<file path="src/rtl/tinyqv_uart_fifo_if.sv">
// Register-window bus of one tinyQV UART channel.
// The SoC decode side is the master; the UART instance is the slave.
interface tinyqv_uart_fifo_if;
  logic [1:0]  reg_sel;
  logic [1:0]  write_n;
  logic [1:0]  read_n;
  logic [31:0] data_in;
  logic [31:0] data_out;

  modport master (output reg_sel, write_n, read_n, data_in, input data_out);
  modport slave  (input reg_sel, write_n, read_n, data_in, output data_out);
endinterface

</file>
<file path="src/rtl/tinyqv_uart_fifo.sv">
// tinyqv_uart_fifo: memory-mapped UART with TX/RX FIFOs, programmable baud
// divider, sticky overrun/framing flags and level interrupt.
// Optional feature macro: UART_RTS_EN (RTS flow control output).
// Register map: 0 DATA, 1 STATUS, 2 DIVIDER, 3 FLUSH.
module tinyqv_uart_fifo #(
  parameter int CLK_HZ        = 64_000_000,
  parameter int BIT_RATE      = 115_200,
  parameter int DIV_W         = 16,
  parameter int TX_DEPTH_LOG2 = 2,
  parameter int RX_DEPTH_LOG2 = 2
) (
  input  logic              clk,
  input  logic              rstn,
  tinyqv_uart_fifo_if.slave bus,
  input  logic              uart_rxd,
  output logic              uart_txd,
  output logic              uart_rts,
  output logic              irq
);
  localparam int TX_DEPTH = 2 ** TX_DEPTH_LOG2;
  localparam int RX_DEPTH = 2 ** RX_DEPTH_LOG2;
  localparam logic [DIV_W-1:0]       DIV_RST  = DIV_W'(CLK_HZ / BIT_RATE - 1);
  localparam logic [DIV_W-1:0]       DIV_MIN  = DIV_W'(3);
  localparam logic [TX_DEPTH_LOG2:0] TX_FULLC = (TX_DEPTH_LOG2 + 1)'(TX_DEPTH);
  localparam logic [RX_DEPTH_LOG2:0] RX_FULLC = (RX_DEPTH_LOG2 + 1)'(RX_DEPTH);

  localparam logic [1:0] S_IDLE  = 2'd0;
  localparam logic [1:0] S_START = 2'd1;
  localparam logic [1:0] S_DATA  = 2'd2;
  localparam logic [1:0] S_STOP  = 2'd3;

  // Bus decode
  logic w_wr, w_rd, w_wr_data, w_wr_stat, w_wr_div, w_tx_flush, w_rx_flush;
  logic w_unused_bits;
  assign w_wr       = (bus.write_n != 2'b11);
  assign w_rd       = (bus.read_n  != 2'b11);
  assign w_wr_data  = w_wr && (bus.reg_sel == 2'd0);
  assign w_wr_stat  = w_wr && (bus.reg_sel == 2'd1);
  assign w_wr_div   = w_wr && (bus.reg_sel == 2'd2);
  assign w_tx_flush = w_wr && (bus.reg_sel == 2'd3) && bus.data_in[0];
  assign w_rx_flush = w_wr && (bus.reg_sel == 2'd3) && bus.data_in[1];
  assign w_unused_bits = ^bus.data_in;

  logic [DIV_W-1:0] r_div, w_div_eff;
  logic             r_overrun, r_framing;
  // Small divider values cannot give a meaningful mid-bit sample point.
  assign w_div_eff = (r_div < DIV_MIN) ? DIV_MIN : r_div;

  // ---------------- TX FIFO + shifter ----------------
  logic [7:0]               r_tx_mem [TX_DEPTH];
  logic [TX_DEPTH_LOG2-1:0] r_tx_wp, r_tx_rp;
  logic [TX_DEPTH_LOG2:0]   r_tx_cnt;
  logic [1:0]               r_tx_state;
  logic [DIV_W-1:0]         r_tx_baud;
  logic [2:0]               r_tx_bit;
  logic [7:0]               r_tx_shift;
  logic w_tx_full, w_tx_empty, w_tx_push, w_tx_pop, w_tx_bit_end;

  assign w_tx_full    = (r_tx_cnt == TX_FULLC);
  assign w_tx_empty   = (r_tx_cnt == '0);
  assign w_tx_push    = w_wr_data && !w_tx_full;
  assign w_tx_bit_end = (r_tx_baud == '0);
  // Pop from IDLE, or straight out of STOP so frames run back-to-back.
  assign w_tx_pop = !w_tx_empty && !w_tx_flush &&
                    ((r_tx_state == S_IDLE) || ((r_tx_state == S_STOP) && w_tx_bit_end));

  // TX storage array, written only on accepted pushes
  always_ff @(posedge clk) begin
    if (w_tx_push) r_tx_mem[r_tx_wp] <= bus.data_in[7:0];
  end

  // TX FIFO pointers and occupancy
  always_ff @(posedge clk or negedge rstn) begin
    if (!rstn) begin
      r_tx_wp <= '0; r_tx_rp <= '0; r_tx_cnt <= '0;
    end else if (w_tx_flush) begin
      r_tx_rp <= r_tx_wp; r_tx_cnt <= '0;
    end else begin
      if (w_tx_push) r_tx_wp <= r_tx_wp + 1'b1;
      if (w_tx_pop)  r_tx_rp <= r_tx_rp + 1'b1;
      if (w_tx_push && !w_tx_pop)      r_tx_cnt <= r_tx_cnt + 1'b1;
      else if (!w_tx_push && w_tx_pop) r_tx_cnt <= r_tx_cnt - 1'b1;
    end
  end

  // TX framing FSM; the bit timer reloads from the divider only at boundaries
  always_ff @(posedge clk or negedge rstn) begin
    if (!rstn) begin
      r_tx_state <= S_IDLE; r_tx_baud <= '0; r_tx_bit <= '0; r_tx_shift <= '0;
    end else begin
      case (r_tx_state)
        S_IDLE: if (w_tx_pop) begin
          r_tx_shift <= r_tx_mem[r_tx_rp]; r_tx_baud <= w_div_eff; r_tx_state <= S_START;
        end
        S_START: if (w_tx_bit_end) begin
          r_tx_baud <= w_div_eff; r_tx_bit <= '0; r_tx_state <= S_DATA;
        end else r_tx_baud <= r_tx_baud - 1'b1;
        S_DATA: if (w_tx_bit_end) begin
          r_tx_baud  <= w_div_eff;
          r_tx_shift <= {1'b0, r_tx_shift[7:1]};
          if (r_tx_bit == 3'd7) r_tx_state <= S_STOP;
          else r_tx_bit <= r_tx_bit + 1'b1;
        end else r_tx_baud <= r_tx_baud - 1'b1;
        default: if (w_tx_bit_end) begin
          if (w_tx_pop) begin
            r_tx_shift <= r_tx_mem[r_tx_rp]; r_tx_baud <= w_div_eff; r_tx_state <= S_START;
          end else r_tx_state <= S_IDLE;
        end else r_tx_baud <= r_tx_baud - 1'b1;
      endcase
    end
  end

  assign uart_txd = (r_tx_state == S_START) ? 1'b0 :
                    (r_tx_state == S_DATA)  ? r_tx_shift[0] : 1'b1;

  // ---------------- RX synchroniser + FSM + FIFO ----------------
  logic                     r_rx_s1, r_rx_s2, r_rx_prev;
  logic [1:0]               r_rx_state;
  logic [DIV_W-1:0]         r_rx_baud;
  logic [2:0]               r_rx_bit;
  logic [7:0]               r_rx_shift;
  logic [7:0]               r_rx_mem [RX_DEPTH];
  logic [RX_DEPTH_LOG2-1:0] r_rx_wp, r_rx_rp;
  logic [RX_DEPTH_LOG2:0]   r_rx_cnt;
  logic w_rx_fall, w_rx_bit_end, w_rx_stop_end, w_rx_full, w_rx_empty;
  logic w_rx_pop, w_rx_push, w_rx_ovr_set, w_rx_frm_set;

  assign w_rx_fall     = r_rx_prev && !r_rx_s2;
  assign w_rx_bit_end  = (r_rx_baud == '0);
  assign w_rx_stop_end = (r_rx_state == S_STOP) && w_rx_bit_end;
  assign w_rx_full     = (r_rx_cnt == RX_FULLC);
  assign w_rx_empty    = (r_rx_cnt == '0);
  assign w_rx_pop      = w_rd && (bus.reg_sel == 2'd0) && !w_rx_empty;
  // A DATA read in the same cycle frees the slot a full FIFO needs.
  assign w_rx_push     = w_rx_stop_end && r_rx_s2 && (!w_rx_full || w_rx_pop) && !w_rx_flush;
  assign w_rx_ovr_set  = w_rx_stop_end && r_rx_s2 && w_rx_full && !w_rx_pop;
  assign w_rx_frm_set  = w_rx_stop_end && !r_rx_s2;

  // Two-flop synchroniser plus edge-detect history, idle-high
  always_ff @(posedge clk or negedge rstn) begin
    if (!rstn) begin
      r_rx_s1 <= 1'b1; r_rx_s2 <= 1'b1; r_rx_prev <= 1'b1;
    end else begin
      r_rx_s1 <= uart_rxd; r_rx_s2 <= r_rx_s1; r_rx_prev <= r_rx_s2;
    end
  end

  // RX framing FSM: half-bit wait validates the start bit, then mid-bit samples
  always_ff @(posedge clk or negedge rstn) begin
    if (!rstn) begin
      r_rx_state <= S_IDLE; r_rx_baud <= '0; r_rx_bit <= '0; r_rx_shift <= '0;
    end else begin
      case (r_rx_state)
        S_IDLE: if (w_rx_fall) begin
          r_rx_baud <= w_div_eff >> 1; r_rx_state <= S_START;
        end
        S_START: if (w_rx_bit_end) begin
          if (r_rx_s2) r_rx_state <= S_IDLE;
          else begin
            r_rx_baud <= w_div_eff; r_rx_bit <= '0; r_rx_state <= S_DATA;
          end
        end else r_rx_baud <= r_rx_baud - 1'b1;
        S_DATA: if (w_rx_bit_end) begin
          r_rx_baud  <= w_div_eff;
          r_rx_shift <= {r_rx_s2, r_rx_shift[7:1]};
          if (r_rx_bit == 3'd7) r_rx_state <= S_STOP;
          else r_rx_bit <= r_rx_bit + 1'b1;
        end else r_rx_baud <= r_rx_baud - 1'b1;
        default: if (w_rx_bit_end) r_rx_state <= S_IDLE;
                 else r_rx_baud <= r_rx_baud - 1'b1;
      endcase
    end
  end

  // RX storage array, written when a complete frame is accepted
  always_ff @(posedge clk) begin
    if (w_rx_push) r_rx_mem[r_rx_wp] <= r_rx_shift;
  end

  // RX FIFO pointers and occupancy
  always_ff @(posedge clk or negedge rstn) begin
    if (!rstn) begin
      r_rx_wp <= '0; r_rx_rp <= '0; r_rx_cnt <= '0;
    end else if (w_rx_flush) begin
      r_rx_rp <= r_rx_wp; r_rx_cnt <= '0;
    end else begin
      if (w_rx_push) r_rx_wp <= r_rx_wp + 1'b1;
      if (w_rx_pop)  r_rx_rp <= r_rx_rp + 1'b1;
      if (w_rx_push && !w_rx_pop)      r_rx_cnt <= r_rx_cnt + 1'b1;
      else if (!w_rx_push && w_rx_pop) r_rx_cnt <= r_rx_cnt - 1'b1;
    end
  end

  // Divider register and sticky error flags (a new error beats a clear)
  always_ff @(posedge clk or negedge rstn) begin
    if (!rstn) begin
      r_div <= DIV_RST; r_overrun <= 1'b0; r_framing <= 1'b0;
    end else begin
      if (w_wr_div) r_div <= bus.data_in[DIV_W-1:0];
      if (w_rx_ovr_set) r_overrun <= 1'b1;
      else if (w_wr_stat && bus.data_in[4]) r_overrun <= 1'b0;
      if (w_rx_frm_set) r_framing <= 1'b1;
      else if (w_wr_stat && bus.data_in[5]) r_framing <= 1'b0;
    end
  end

  // Combinational read mux
  always_comb begin
    bus.data_out = '0;
    case (bus.reg_sel)
      2'd0: bus.data_out = {w_rx_empty, 23'h0, r_rx_mem[r_rx_rp]};
      2'd1: bus.data_out = {26'h0, r_framing, r_overrun, w_rx_full, w_tx_full,
                            !w_rx_empty, !w_tx_empty || (r_tx_state != S_IDLE)};
      2'd2: bus.data_out = 32'(r_div);
      default: bus.data_out = '0;
    endcase
  end

  assign irq = !w_rx_empty || r_overrun || r_framing;

`ifdef UART_RTS_EN
  logic                   r_rts;
  logic [RX_DEPTH_LOG2:0] w_rx_free;
  assign w_rx_free = RX_FULLC - r_rx_cnt;
  // Ask the far end to stop while at most one RX slot remains
  always_ff @(posedge clk or negedge rstn) begin
    if (!rstn) r_rts <= 1'b0;
    else       r_rts <= (w_rx_free <= (RX_DEPTH_LOG2 + 1)'(1));
  end
  assign uart_rts = r_rts;
`else
  assign uart_rts = 1'b0;
`endif
endmodule

</file>
<file path="src/flat_wrapper.sv">
// flat-port wrapper written by rule: the top's interface ports become plain ports
module tinyqv_uart_fifo_flat 
#(
  parameter int CLK_HZ        = 64_000_000,
  parameter int BIT_RATE      = 115_200,
  parameter int DIV_W         = 16,
  parameter int TX_DEPTH_LOG2 = 2,
  parameter int RX_DEPTH_LOG2 = 2
)
  (clk, rstn, uart_rxd, uart_txd, uart_rts, irq, bus_reg_sel, bus_write_n, bus_read_n, bus_data_in, bus_data_out);
  tinyqv_uart_fifo_if bus_i ();
  input  logic clk;
  input  logic rstn;
  input  logic uart_rxd;
  output logic uart_txd;
  output logic uart_rts;
  output logic irq;
  input wire logic [$bits(bus_i.reg_sel)-1:0] bus_reg_sel;
  input wire logic [$bits(bus_i.write_n)-1:0] bus_write_n;
  input wire logic [$bits(bus_i.read_n)-1:0] bus_read_n;
  input wire logic [$bits(bus_i.data_in)-1:0] bus_data_in;
  output wire logic [$bits(bus_i.data_out)-1:0] bus_data_out;
  assign bus_i.reg_sel = bus_reg_sel;
  assign bus_i.write_n = bus_write_n;
  assign bus_i.read_n = bus_read_n;
  assign bus_i.data_in = bus_data_in;
  assign bus_data_out = bus_i.data_out;
  tinyqv_uart_fifo #(.CLK_HZ(CLK_HZ), .BIT_RATE(BIT_RATE), .DIV_W(DIV_W), .TX_DEPTH_LOG2(TX_DEPTH_LOG2), .RX_DEPTH_LOG2(RX_DEPTH_LOG2)) u_core (.clk(clk), .rstn(rstn), .bus(bus_i), .uart_rxd(uart_rxd), .uart_txd(uart_txd), .uart_rts(uart_rts), .irq(irq));
endmodule
</file>
<file path="config.mk">
export PLATFORM = sky130hd
export DESIGN_NAME = tinyqv_uart_fifo_flat
export DESIGN_NICKNAME = d
export VERILOG_FILES = /design/src/rtl/tinyqv_uart_fifo_if.sv /design/src/rtl/tinyqv_uart_fifo.sv /design/src/flat_wrapper.sv
export SDC_FILE = /design/constraint.sdc
export NUM_CORES = 1
export LEC_CHECK = 0
export BUFFER_PORTS_ARGS = -buffer_cell sky130_fd_sc_hd__buf_2
export CORE_MARGIN = 2
export CORE_UTILIZATION = 45
export DETAILED_ROUTE_END_ITERATION = 12
export GPL_TIMING_DRIVEN = 0
export PLACE_DENSITY = 0.72
export SLEW_MARGIN = 25
export SYNTH_ARGS = -nofsm -noshare
export SYNTH_HDL_FRONTEND = slang
export SYNTH_SLANG_ARGS = --single-unit
</file>
<file path="constraint.sdc">
create_clock -name clk -period 3.2 [get_ports clk]
set_clock_uncertainty 0.15 [all_clocks]
set_input_delay 0.48 -clock clk [delete_from_list [all_inputs] [get_ports clk]]
set_output_delay 0.48 -clock clk [all_outputs]
set_load 0.02 [all_outputs]
</file>
-- Word level (Yosys, flattened, before mapping)
Memories as Yosys holds them, arrays and structs flattened.
Cells that the tools add are included.
- memories: 2
- bits in writable memories: 64
- input bits: 41
- bits in latches: 0
- register bits after elaboration: 93
- memory bits (read-only): 0
- output and inout bits: 35
- memory list (name ; words ; bits a word ; read ports ; clocked after Yosys merged registers in ; write ports ; line ; text):
    u_core.r_rx_mem ; 4 ; 8 ; 1 ; 0 ; 1 ; tinyqv_uart_fifo.sv:122 ; logic [7:0] r_rx_mem [RX_DEPTH];
    u_core.r_tx_mem ; 4 ; 8 ; 1 ; 0 ; 1 ; tinyqv_uart_fifo.sv:50 ; logic [7:0] r_tx_mem [TX_DEPTH];
- bitwise gates (word level): 3
- shift operators: 0
- multiply operators: 0
- muxes and demuxes: 59
- add/sub/neg operators: 12
- divide/modulo/power cells: 0
- reduce and logical (&&, ||, !) cells: 70
- $lt $le $gt $ge: 1
- eq/ne operators: 28
- operator list (operator ; number):
    2-to-1 mux 16 bit ; 9
    one-hot mux 32 bit (3 select lines) ; 1
    one-hot mux 16 bit (3 select lines) ; 1
    2-to-1 mux 3 bit ; 13
    zero test 16 bit ; 2
    one-hot mux 16 bit (2 select lines) ; 1
    subtractor 16 x 1 -> 16 bit, second input constant ; 2
    2-to-1 mux 2 bit ; 15
    logical AND 1 bit ; 26
    2-to-1 mux 8 bit ; 3
    one-hot mux 8 bit (3 select lines) ; 1
    nonzero test 2 bit ; 9
    < comparator 16 x 2 -> 1 bit, second input constant ; 1
    != test 2 x 1 -> 1 bit, second input constant ; 8
    AND reduction 5 bit ; 3
    adder 3 x 1 -> 3 bit, second input constant ; 4
    equality test 2 bit, second input constant ; 6
    equality test 3 bit, second input constant ; 4
    one-hot mux 2 bit (3 select lines) ; 2
    one-hot mux 3 bit (2 select lines) ; 2
    zero test 1 bit ; 11
    2-to-1 mux 1 bit ; 11
    != test 2 bit, second input constant ; 5
    adder 2 x 1 -> 2 bit, second input constant ; 4
    13 further kinds ; 29

-- Longest topological paths before layout
- depth in word-level cells: 11
- mapped depth: 11
- mapped depth without buffers: 11

-- Worst setup path after synthesis
Ideal clock, no wire load.
- kind: register to register
- start point: register u_core.r_tx_state[0]
- end point: register u_core.r_tx_cnt[2]
- slack: 0.240 ns
- stages on the path, launching flop included: 12
- data required time: 2.973 ns
- buffers on the path: 1
- setup time: 0.077 ns
- arrival: 2.733 ns
- path through: dfrtp_1 > inv_1 > ha_1 > nor2_1 > a311oi_4 > buf_4 > o21ai_1 > ha_1 > fa_1 > xnor2_1 > or3_1 > a21oi_1
- word-level cells in the longest chain between the ends: 8
- elaborated cells between the ends (all ways): 11
- ends and longest elaborated chain (what ; line ; text):
    start, declared ; tinyqv_uart_fifo.sv:53 ; logic [1:0] r_tx_state;
    start signal, assigned ; tinyqv_uart_fifo.sv:89 ; r_tx_state <= S_IDLE; r_tx_baud <= '0; r_tx_bit <= '0; r_tx_shift <= '0;
    start signal, assigned ; tinyqv_uart_fifo.sv:93 ; r_tx_shift <= r_tx_mem[r_tx_rp]; r_tx_baud <= w_div_eff; r_tx_state <= S_START;
    start signal, assigned ; tinyqv_uart_fifo.sv:96 ; r_tx_baud <= w_div_eff; r_tx_bit <= '0; r_tx_state <= S_DATA;
    equality test 2 bit ; tinyqv_uart_fifo.sv:65 ; ((r_tx_state == S_IDLE) || ((r_tx_state == S_STOP) && w_tx_bit_end));
    logical AND 1 bit ; tinyqv_uart_fifo.sv:65 ;
    logical OR 1 bit * ; tinyqv_uart_fifo.sv:65 ;
    logical AND 1 bit * ; tinyqv_uart_fifo.sv:64 ; assign w_tx_pop = !w_tx_empty && !w_tx_flush &&
    zero test 1 bit ; tinyqv_uart_fifo.sv:81 ; if (w_tx_push && !w_tx_pop) r_tx_cnt <= r_tx_cnt + 1'b1;
    logical AND 1 bit ; tinyqv_uart_fifo.sv:81 ;
    2-to-1 mux 3 bit ; tinyqv_uart_fifo.sv:81 ;
    2-to-1 mux 3 bit ; tinyqv_uart_fifo.sv:76 ; end else if (w_tx_flush) begin
    end signal, assigned ; tinyqv_uart_fifo.sv:81 ;
    end signal, assigned ; tinyqv_uart_fifo.sv:82 ; else if (!w_tx_push && w_tx_pop) r_tx_cnt <= r_tx_cnt - 1'b1;
    end, declared ; tinyqv_uart_fifo.sv:52 ; logic [TX_DEPTH_LOG2:0] r_tx_cnt;
Every way passes the cells marked *; elsewhere a longest branch is shown, timed or not.
A chain may end at the register's enable or synchronous reset.

-- Worst setup path after layout
- start point: register u_core.r_tx_state[1]
- end point: output bus_data_out[0]
- word-level cells in the longest chain between the ends: 3
- ends and longest elaborated chain (what ; line ; text):
    nonzero test 2 bit ; tinyqv_uart_fifo.sv:213 ; !w_rx_empty, !w_tx_empty || (r_tx_state != S_IDLE)};
    logical OR 1 bit ; tinyqv_uart_fifo.sv:213 ;
    one-hot mux 32 bit (3 select lines) ; tinyqv_uart_fifo.sv:210 ; case (bus.reg_sel)
    end, declared ; flat_wrapper.sv:22 ; output wire logic [$bits(bus_i.data_out)-1:0] bus_data_out;
No other way between the ends.

==> summary.md <==
| Metric | Value |
|---|---|
| Synth Register Bits | `between 150 and 200` |
| H-tree depth | `4` |
| Synth async-reset ratio | `59.2%` |
| Reg-to-reg startpoint | `u_core.r_tx_baud[0]$_DFF_PN0_` |
| Post-DP Area | `9340 µm²` |
| Vias in the first global route | `6395` |
| Synth warn | `0` |
| Pleak | `between 4 and 5 nW` |
| Area contributors post-synth | `dfrtp_1, edfxtp_1, mux4_2` |
| Fin crit share | `94.5%` |
| Synth Instances | `just under 800` |
| RSZ-0062 raised after global routing | `false` |
| Final Slew Violations | `0` |
| Final setup viols | `0` |
| Met1 usage | `approximately 30%` |
| # DRC | `0` |
| # IOs | `76` |
| Sw frac | `40.8%` |
| Post-route insts no fill | `1135` |
| Routed WL | `20.9 mm` |
| Crit Path Max Fanout | `10` |
| Post-synth EDFFs | `64` |
| Critical path startpoint category | `register` |
| CTS tree | `yes` |
| Slew margin rel. | `43.5%` |
| Sequential Power Share | `33.5%` |
| Max Cap Viol | `0` |
| WL per Instance | `18.4 µm` |
| Layout net count | `931` |
| Highest clock rate | `0.331 GHz` |
| Detail Route Antenna Nets | `0` |
| Clock tree buffer depth | `2` |
| Final Hold Fails | `0` |
| NetSw | `3.60 mW` |
| Run status | `finished clean` |
| CP top delay family | `buffers and inverters` |
| First-pass GRT wire length | `34.0 mm` |
| Most used DFF post-synth | `dfrtp_1` |
| Critical path's slowest cell | `clkbuf_1` |
| Post-route cell area | `9990 µm²` |
| Required @ worst endpoint | `2570 ps` |
| Die Wd | `between 100 and 150 µm` |
| Placed Instances | `between 1000 and 1500` |
| Worst VDD drop | `0.000524 V` |
| # clock sinks | `157` |
| DR vias | `6458` |
| M3 GR Usage | `roughly 4.2%` |
| # diodes | `0` |
| Largest net degree at the start of global routing | `64` |
| Final hold slack | `127 ps` |
| Fin util | `53.1%` |
| CP Class | `reg -> out` |
| First DRT Iteration DRCs | `slightly above 600` |
| Worst path bufs/invs | `3` |
| Clock network power share | `22.8%` |
| Total core area | `18800 µm²` |
| Slowest stage delay, CP | `510 ps` |
| CP dominant cell by count | `o21ai_0` |
| Fillers | `1643` |
| Most frequent cell after synthesis | `dfrtp_1` |
| Distinct cells, synth | `77` |
| Setup TNS | `0 ps` |
| CTS root buffer | `clkbuf_16` |
| Post-Syn Area | `8710 µm²` |
| GR Overflow Total | `0` |
| CP Cell Sequence | `inv_1 > ha_1 > clkbuf_1 > nand3_1 > o21ai_0 > o21ai_0 > buf_2` |
| Port buffer count | `42` |
| Top cells by count, synth | `dfrtp_1, edfxtp_1, nand2_1` |
| Yosys top cell area share | `24.7%` |
| Syn Area/Cell | `11.2 µm²` |
| Final WS setup | `177 ps` |
| Share of post-route cells with drive strength above 1 | `roughly 21%` |
| Power per cell area | `883 nW/µm²` |
| Row Count | `50` |
| Area Growth Syn to Fin | `14.7%` |
| DR pass1 iterations | `6` |
| Antenna violations before repair | `0` |
| Later-pin clock latency in the skew report | `about 430 ps` |
| Internal power | `5.23 mW` |
| Clock Pin Slew Worst Setup and Hold Paths | `70 ps` |
| M2 GR Usage | `35.3%` |
| Comb pwr share | `a little over two fifths` |
| TritonCTS Buffers | `17` |
| Critical hold path startpoint | `bus_data_in[5]` |
| Crit path launch | `u_core.r_tx_state[1]$_DFFE_PN0P_` |
| RePlAce Congestion | `0.935` |
| Post-synthesis sequential area ratio | `48.9%` |
| Overall Global Routing Usage | `a little over a fifth` |
| Total power | `between 8 and 9 mW` |
| Arr. time, crit path | `about 2400 ps` |
| Vias/cell | `roughly 5.7` |
| Pre-CTS WS | `-288 ps` |
| DIE HEIGHT | `around 140 µm` |
| Yosys top cell by area | `dfrtp_1` |
| Slew @ Worst Pin | `~850 ps` |
| Crit. End Element | `primary output` |
| Min Clock Period, post-route | `3020 ps` |
| HP Class | `in -> reg` |
| Gr busiest metal | `met2` |
| Initial core utilization | `46.3%` |
| Post-DP HPWL | `14.2 mm` |
| DIE AREA | `20500 µm²` |
[metal layers]
layer,share of wire [%],vias up
li1,-,3019
met1,45,3191
met2,48,220
met3,5.6,28
met4,1.5,0
met5,0,-
[layout by cell type, fill, tap and decap left out, types with 4 or more instances in the layout]
master,n
a21oi_1,44
nand2b_1,5
o21ai_0,42
o22ai_1,7
dfstp_2,7
a22o_1,11
xor2_1,10
clkbuf_1,25
o21a_1,4
nor2_1,43
nor3_1,18
buf_6,4
o211ai_1,9
clkinv_4,5
xnor2_1,11
buf_2,49
inv_1,28
nand2_1,59
buf_4,22
nor4_1,10
and3_1,4
o21ai_1,13
or3_1,9
nor2b_1,9
a21o_1,4
a32oi_1,6
clkbuf_16,17
dfrtp_1,86
conb_1,16
nand3_1,17
edfxtp_1,64
o2bb2ai_1,10
nand4_1,4
a22oi_1,5
mux2_2,31
mux4_2,16
mux2i_1,30
and2_1,18
a211o_1,4
ha_1,25
[area by class of cell]
class	instances	area, µm²	share of cell area [%]
timing repair buffer	49	294	2.94
multi-input combinational	554	4120	41.2
sequential	157	4260	42.6
clock buffer	18	429	4.29
inverter	28	105	1.05
buffer	55	307	3.07
tap	260	325	3.25
clock inverter	14	158	1.58
[worst register-to-register path, delay by kind of cell, from the launching register on]
family,cells,cell delay (ps)
buffers and inverters,1,110
and+or+nand+nor,4,1040
AOI/OAI and AO/OA,2,260
xor gates and xnor gates,1,140
adders and majority gates,3,780
DFF,1,430
[logic make-up (layout without fill, tap and decap cells)]
| kind of cell | after synthesis | in the layout | share of synthesized area, % |
|---|---|---|---|
| and+or+nand+nor | 220 | 220 | 13.6 |
| AOI/OAI and AO/OA | 191 | 191 | 14.8 |
| DFF | 157 | 157 | 48.9 |
| buffers and inverters | 83 | 164 | 4.68 |
| muxes | 78 | 78 | 11.7 |
| adders and majority gates | 28 | 28 | 4.19 |
| xor gates and xnor gates | 21 | 21 | 2.11 |
| other | 1 | 16 | 0.0430 |
[registers in the layout, summed over array words and instances (netlist names), 3 cells and up]
| register | cells |
|---|---|
| u_core.r_div | 16 |
| u_core.r_rx_baud | 16 |
| u_core.r_rx_bit | 3 |
| u_core.r_rx_cnt | 3 |
| u_core.r_rx_mem | 32 |
| u_core.r_rx_shift | 8 |
| u_core.r_tx_baud | 16 |
| u_core.r_tx_bit | 3 |
| u_core.r_tx_cnt | 3 |
| u_core.r_tx_mem | 32 |
| u_core.r_tx_shift | 8 |
[power by group through the flow]
stage	logic, mW	clock network (mW)	registers [mW]
floorplan	2.94	0	2.84
global placement	3.65	0	2.96
detailed placement	3.74	0	2.96
CTS	3.79	2.04	2.94
global route	4.26	2.13	3.01
finish	3.86	2.01	2.95
[repair_timing]
| action | 4_1_cts | 5_1_grt |
|---|---|---|
| endpoints found under the hold margin | 30 | 0 |
| hold buffers | 2 | 0 |
| setup endpoints to repair | 1 | 2 |
| gates resized for setup | 1 | 4 |
| pin swaps | 1 | 1 |
| setup buffers | 1 | 3 |
[final timing paths]
kind                                                     to  slack, ps  cells after the start
max                                         bus_data_out[0]        180                      7
min                         u_core.r_tx_mem[3][5]$_DFFE_PP_        130                      1
max reg2reg                  u_core.r_tx_cnt[2]$_DFFE_PN0P_        210                     11
min reg2reg                        u_core.r_rx_s2$_DFF_PN1_        210                      0
max in group asynchronous       u_core.r_div[9]$_DFFE_PN1P_       1870                      3
min in group asynchronous  u_core.r_tx_shift[5]$_DFFE_PN0P_        350                      2
(Power assumes the default switching activity.)
